<file path="src/rtl/msm_pkg.sv">
// -----------------------------------------------------------------------------
// msm_pkg -- shared definitions for the master_sm game-state controller.
//
// Contents:
//   STATE_W  : width of the encoded game state (2 bits)
//   state_t  : game state encoding ST_IDLE=0, ST_PLAY=1, ST_WIN=2 (3 unused)
//   NUM_BTNS : number of push-buttons handled by the controller
// -----------------------------------------------------------------------------
package msm_pkg;

  localparam int STATE_W  = 2;
  localparam int NUM_BTNS = 4;

  typedef enum logic [STATE_W-1:0] {
    ST_IDLE = 2'd0,
    ST_PLAY = 2'd1,
    ST_WIN  = 2'd2
  } state_t;

endpackage : msm_pkg

</file>
<file path="src/rtl/btn_sync.sv">
// -----------------------------------------------------------------------------
// btn_sync -- two-flop synchronizer plus rising-edge detector for one raw
// asynchronous push-button level.
//
// Ports:
//   clk_i   in   system clock, rising edge
//   rst_i   in   synchronous active-high reset, clears all three flops
//   btn_i   in   raw asynchronous button level, active-high
//   press_o out  one-cycle pulse per 0->1 transition of the synchronized level
//
// A button held through reset produces one press after reset releases,
// because the edge flop is cleared to 0 along with the synchronizer.
// -----------------------------------------------------------------------------
module btn_sync (
  input  logic clk_i,
  input  logic rst_i,
  input  logic btn_i,
  output logic press_o
);

  // Power-up value 0 so the chain is quiet even without a reset pulse.
  logic sync1_q = 1'b0;
  logic sync2_q = 1'b0;
  logic edge_q  = 1'b0;

  always_ff @(posedge clk_i) begin
    if (rst_i) begin
      sync1_q <= 1'b0;
      sync2_q <= 1'b0;
      edge_q  <= 1'b0;
    end else begin
      sync1_q <= btn_i;
      sync2_q <= sync1_q;
      edge_q  <= sync2_q;
    end
  end

  // Synchronized level is high now but was low one cycle ago.
  assign press_o = sync2_q & ~edge_q;

endmodule : btn_sync

</file>
<file path="src/rtl/master_sm.sv">
// -----------------------------------------------------------------------------
// master_sm -- top-level game-state controller: IDLE -> PLAY -> WIN.
//
// Parameters:
//   TARGET_SCORE     score at which PLAY moves to WIN
//   WIN_HOLD_CYCLES  WIN dwell time in cycles (timeout build only)
//
// Ports:
//   CLK          in   system clock, rising edge
//   RESET        in   synchronous active-high reset, highest priority
//   LEFT/RIGHT/UP/DOWN in raw asynchronous push-button levels, active-high
//   SCORE_COUNT  in   current score (4-bit unsigned), synchronous to CLK
//   STATE        out  registered game state (0 IDLE, 1 PLAY, 2 WIN)
//
// Build option:
//   MSM_WIN_TIMEOUT_EN  when defined, WIN returns to IDLE after
//                       WIN_HOLD_CYCLES cycles; otherwise WIN is held until
//                       RESET and no timer exists.
// -----------------------------------------------------------------------------
module master_sm
  import msm_pkg::*;
#(
  parameter int unsigned TARGET_SCORE    = 10,
  parameter int unsigned WIN_HOLD_CYCLES = 100000000
) (
  input  logic       CLK,
  input  logic       RESET,
  input  logic       LEFT,
  input  logic       RIGHT,
  input  logic       UP,
  input  logic       DOWN,
  input  logic [3:0] SCORE_COUNT,
  output logic [1:0] STATE
);

  // ---------------------------------------------------------------------------
  // Button conditioning: one synchronizer/edge detector per button.
  // ---------------------------------------------------------------------------
  logic [NUM_BTNS-1:0] btn_raw;
  logic [NUM_BTNS-1:0] btn_press;
  logic                any_press;

  assign btn_raw = {DOWN, UP, RIGHT, LEFT};

  genvar gi;
  generate
    for (gi = 0; gi < NUM_BTNS; gi++) begin : g_btn
      btn_sync u_btn_sync (
        .clk_i   (CLK),
        .rst_i   (RESET),
        .btn_i   (btn_raw[gi]),
        .press_o (btn_press[gi])
      );
    end
  endgenerate

  assign any_press = |btn_press;

  // ---------------------------------------------------------------------------
  // Score comparison, widened so any TARGET_SCORE value compares correctly.
  // ---------------------------------------------------------------------------
  logic score_hit;
  assign score_hit = (32'(SCORE_COUNT) >= TARGET_SCORE);

  // ---------------------------------------------------------------------------
  // State register and next-state logic.
  // ---------------------------------------------------------------------------
  state_t state_q = ST_IDLE;
  state_t state_d;

`ifdef MSM_WIN_TIMEOUT_EN
  // Guard against a 0-bit vector when WIN_HOLD_CYCLES is 1.
  localparam int TIMER_W = (WIN_HOLD_CYCLES > 1) ? $clog2(WIN_HOLD_CYCLES) : 1;
  localparam logic [TIMER_W-1:0] WIN_LAST = TIMER_W'(WIN_HOLD_CYCLES - 1);

  logic [TIMER_W-1:0] timer_q = '0;
  logic [TIMER_W-1:0] timer_d;
  logic               win_done;

  assign win_done = (timer_q == WIN_LAST);
`endif

  always_comb begin
    state_d = state_q;
    unique case (state_q)
      ST_IDLE: if (any_press) state_d = ST_PLAY;
      ST_PLAY: if (score_hit) state_d = ST_WIN;
`ifdef MSM_WIN_TIMEOUT_EN
      ST_WIN:  if (win_done)  state_d = ST_IDLE;
`else
      ST_WIN:  state_d = ST_WIN;
`endif
      default: state_d = ST_IDLE;  // unused encoding recovers to IDLE
    endcase
  end

`ifdef MSM_WIN_TIMEOUT_EN
  // Counts cycles spent in WIN; zero whenever WIN is not being continued so
  // every WIN visit starts counting from 0.
  always_comb begin
    timer_d = '0;
    if (state_q == ST_WIN && state_d == ST_WIN) begin
      timer_d = timer_q + 1'b1;
    end
  end

  always_ff @(posedge CLK) begin
    if (RESET) begin
      timer_q <= '0;
    end else begin
      timer_q <= timer_d;
    end
  end
`endif

  always_ff @(posedge CLK) begin
    if (RESET) begin
      state_q <= ST_IDLE;
    end else begin
      state_q <= state_d;
    end
  end

  assign STATE = state_q;

endmodule : master_sm

</file>
<file path="config.mk">
export PLATFORM = sky130hd
export DESIGN_NAME = master_sm
export DESIGN_NICKNAME = d
export VERILOG_FILES = /design/src/rtl/msm_pkg.sv /design/src/rtl/btn_sync.sv /design/src/rtl/master_sm.sv
export SDC_FILE = /design/constraint.sdc
export NUM_CORES = 1
export LEC_CHECK = 0
export CORE_AREA = 3 3 40 42
export CTS_BUF_LIST = sky130_fd_sc_hd__clkbuf_8 sky130_fd_sc_hd__clkbuf_16
export DETAILED_ROUTE_END_ITERATION = 10
export DIE_AREA = 0 0 43 45
export MAX_ROUTING_LAYER = met4
export PLACE_DENSITY = 0.69
export SYNTH_ARGS = -nofsm -noshare
export SYNTH_HDL_FRONTEND = slang
export SYNTH_SLANG_ARGS = --single-unit
</file>
<file path="constraint.sdc">
create_clock -name CLK -period 1.1 [get_ports CLK]
set_input_delay 0.22 -clock CLK [delete_from_list [all_inputs] [get_ports CLK]]
set_output_delay 0.22 -clock CLK [all_outputs]
set_load 0.02 [all_outputs]
</file>
Word level (Yosys, flattened, before mapping)
Cells that the tools add are included.
- flip-flop bits (word level): 14
- input port bits: 10
- output and inout port bits: 2
- logic and storage cells: 32
- magnitude comparators: 1
- equality and inequality tests: 4
- muxes and demuxes: 3
- bitwise operators: 8
- reduce and logical (&&, ||, !) cells: 3
- operator list (kind ; number):
    $pmux W2 S3 ; 1
    $and A1 B1 Y1 ; 4
    $ge A4 B4 Y1 const B ; 1
    $mux W2 ; 2
    $ne A2 B2 Y1 const B ; 2
    $not A1 Y1 ; 4
    $reduce_or A4 Y1 ; 1
    $eq A2 B1 Y1 const B ; 1
    $eq A2 B2 Y1 const B ; 1
    $logic_not A2 Y1 ; 1
    $reduce_and A2 Y1 ; 1

Depth between registers and ports, before layout
- depth in word-level cells: 5
- mapped depth: 4
- depth with buffers taken out: 4

By module
Synthesis repeated with hierarchy kept, for this count alone.
- cell total of the unflattened synthesis: 43
- area, all modules: 493.0 sq um
- by module, submodules not included (module ; times used ; cells each ; area each (sq um) ; sequential area each (sq um)):
    btn_sync ; 4 ; 7 ; 87.6 ; 60.1
    master_sm ; 1 ; 15 ; 142.6 ; 40.0

Worst setup path after synthesis
No wires, ideal clock.
- path type: register to register
- start: register state_q[0], in the netlist STATE[0]
- end: register state_q[0], in the netlist STATE[0]
- setup time: 72 ps
- arrival: 1196 ps
- required time: 1028 ps
- slack: -168 ps
- cell stages (with the launch flop): 5
- path buffers: 0
- clock period less this slack: 1268 ps
- cells stage by stage: dfxtp_1 -> inv_1 -> ha_1 -> a32oi_1 -> mux2i_1
- elaborated cells between the ends (all ways): 7
- those cells by class: 4 x eq/ne; 1 x mux; 2 x reduce/logical
- RTL lines (what ; RTL line ; source):
    from (decl) ; master_sm.sv:68 ; state_t state_q = ST_IDLE;
    from (signal assigned) ; master_sm.sv:120 ; state_q <= state_d;
    $eq A2 B2 Y1, or another cell as far along ; master_sm.sv:85 ; unique case (state_q)
    $pmux W2 S3 * ; master_sm.sv:85 ;
    named net state_d[0] ; master_sm.sv:69 ; state_t state_d;
Mark *: on every way through the listed nets, which the timed path passes. The rest lies on a longest branch.
A chain may end at the register's enable or synchronous reset.

Worst setup path after layout
- start: register g_btn[0].u_btn_sync.edge_q
- end: register state_q[1], in the netlist STATE[1]
- cells in the longest elaborated chain, start to end: 5
- ends and longest elaborated chain (what ; RTL line ; source):
    from (decl) ; btn_sync.sv:24 ; logic edge_q = 1'b0;
    from (signal assigned) ; btn_sync.sv:34 ; edge_q <= sync2_q;
    $not A1 Y1 ; btn_sync.sv:39 ; assign press_o = sync2_q & ~edge_q;
    $and A1 B1 Y1 ; btn_sync.sv:39 ;
    $reduce_or A4 Y1 ; master_sm.sv:57 ; assign any_press = |btn_press;
    $ne A2 B2 Y1 (no source line) ; n/a ;
    $reduce_and A2 Y1 (no source line) ; n/a ;
Every way passes these cells.

==> run metrics <==
DR vias=304; Mapped Nets=56; clock-pin slew reported for the worst setup and hold paths after clock tree synthesis=50 ps; number of nets with antenna violations after detailed routing=0; Max Root-Sink Buffers=2; floorplan core area=1285 sq um; Top Ports=12; post-place instance area=625.6 sq um; number of warnings printed during yosys synthesis=0; class of the tightest hold or removal check=register to register; Num Clock Sinks=14; die footprint=1935 sq um; Area growth syn-to-layout=41.62%; post-layout min period=1163 ps; Crit path required time=1220 ps; destination of the critical timing path=STATE[1]; pin count of the biggest net entering global routing=9; width of the chip=43 microns; Crit Path Category=register to register; flip-flop and latch count after synthesis=14; synthesized instance count=44; number of antenna violations at the first check in global routing=0; normalized max-slew margin=76.92%; WL per Instance=9.919 microns; outcome=complete, but fails checks; final hold violations=0; Reg2Reg Depth=4; first element of the critical path=g_btn[0].u_btn_sync.edge_q; area of the mapped netlist=478.0 sq um; total wirelength of the detailed-routed design=734 microns; detailed placer's ending HPWL=542.3 microns; maximum frequency from static timing analysis=859.6 MHz; Initial DRT Pass Iterations=4; worst voltage drop across the vdd grid=0.001013 V; Core Rows=13; diodes inserted=0; leakage=0.2682 nW; setup_tns=-125.3 ps; total count of max-transition violations in the final report=0; RSZ-0062 raised after global routing=yes; die height=45 microns; number of unique standard cell types used by synthesis=10; starting density of the core=37.20%; root buffer cell=clkbuf_8; startpoint kind of the worst setup timing path=register; Final setup violation count=2; Worst Tran Pin Value=346.3 ps; vias in the first global route=285; average vias per placed instance=4.108; leftover overflow at the end of global routing=0; Power Dens Cells=2187 nW/um^2; first-pass GRT wire length=1131 microns; count of buffers added by post-CTS timing repair for setup=0; worst slack at placement=-217.0 ps; final clock skew=0.8001 ps; combined flip-flop and latch cell area=287.8 sq um; GRT Util Overall=8.377%; Post-route DRC=0; routability congestion estimate=0.6177; number of nets in the layout=72; share of cells above drive strength 1=22.03%; total area of multi-input combinational cells=185.2 sq um; post-synthesis sequential area ratio=58.64%; Max H-tree Level=1; nature of the critical path endpoint=register; source-to-sink clock delay at the later pin of the worst-skew pair=240 ps; post-layout worst setup margin=-63.32 ps; clock tree from TritonCTS=yes; total CTS buffers=3; R2R setup slack=-60 ps; total power=0.001481 W; Period Utilization, post-route=105.8%; post-route cell area=676.9 sq um; violated checks=negative setup slack; RR Startpoint=g_btn[0].u_btn_sync.edge_q; CP Max Fanout=2; Port-buffer cells=10; total of fill cells in the finished design=118; arrival time at the worst endpoint=1280 ps; average cell area after synthesis=10.86 sq um; Reg-to-Reg End=STATE[1]; max-cap viol count=0; Iter 0 DRT Violations=4; Post-Route Hold Slack=434.0 ps
flip-flops by register name, indices dropped and copies added, names as in the netlist:
register	cells
g_btn.u_btn_sync.sync2_q	4
STATE	2
g_btn.u_btn_sync.sync1_q	4
g_btn.u_btn_sync.edge_q	4
synth_stat cells:
cell type,n,area (sq um)
dfxtp_1,14,280.3
nor2b_1,12,75.07
inv_1,5,18.77
nand2b_1,5,31.28
ha_1,2,25.02
mux2i_1,2,20.02
a222oi_1,1,10.01
a32oi_1,1,8.760
clkbuf_1,1,3.750
o21ai_0,1,5.000
how the worst min path moves through the flow:
stage | start | to | cells after the start
after global placement | g_btn[2].u_btn_sync.sync1_q | g_btn[2].u_btn_sync.sync2_q | 1
after CTS | g_btn[3].u_btn_sync.sync1_q | g_btn[3].u_btn_sync.sync2_q | 1
final | g_btn[3].u_btn_sync.sync1_q | g_btn[3].u_btn_sync.sync2_q | 1
after floorplan | RESET | g_btn[0].u_btn_sync.sync1_q | 1
after global routing | g_btn[3].u_btn_sync.sync1_q | g_btn[3].u_btn_sync.sync2_q | 1
after detailed placement | g_btn[3].u_btn_sync.sync1_q | g_btn[3].u_btn_sync.sync2_q | 1
placed cells by master (no fill, tap or decap), drive strengths merged, types with 2 or more instances in the layout:
cell	n
mux2i	2
clkbuf	4
nor2b	12
nand2b	5
dfxtp	14
inv	5
ha	2
clkdlybuf4s50	8
buf	3
report_power, final:
part           total [W]  internal (W)  switching [W]
Sequential      0.000626      0.000584      0.0000420
Combinational   0.000376      0.000195       0.000181
Clock           0.000479      0.000316       0.000163
stage by stage:
step | instances | utilization [%]
global route | 74 | 52.68
finish | 74 | 52.68
CTS | 74 | 53.16
detailed placement | 70 | 48.69
floorplan | 44 | -
global placement | 70 | 48.69
critical path, cell delays in order (launching register included):
cell,delay (ps)
dfxtp_1,300
inv_1,30
a222oi_1,360
a32oi_2,200
mux2i_1,150
cells by family (layout without fill, tap and decap cells):
family                     Yosys count  in the layout  synth area share, %
AOI/OAI and AO/OA                    3              3                4.973
adders and majority gates            2              2                5.235
buffers and inverters                6             21                4.712
DFF                                 14             14                58.64
muxes                                2              2                4.189
and+or+nand+nor                     17             17                22.25
metal layers:
layer / wire length (microns) / GRT usage, %
met5: 0 / -
met4: 5 / 7.229
met3: 23 / 1.195
met2: 389 / 14.37
met1: 316 / 8.354
area by class of cell:
type,count,share of cell area [%]
Multi-Input combinational cell,24,27.36
Inverter,5,2.773
Timing Repair Buffer,12,16.45
Tap cell,15,2.773
Sequential cell,14,42.51
Clock buffer,4,8.133
what timing repair did:
| action | 4_1_cts | 5_1_grt |
|---|---|---|
| setup endpoints to repair | 4 | 3 |
| resized for setup | 6 | 1 |
| pin swaps | 2 | 0 |
| hold buffers | 0 | 0 |
Note: power is estimated with default switching activity, not from simulation.
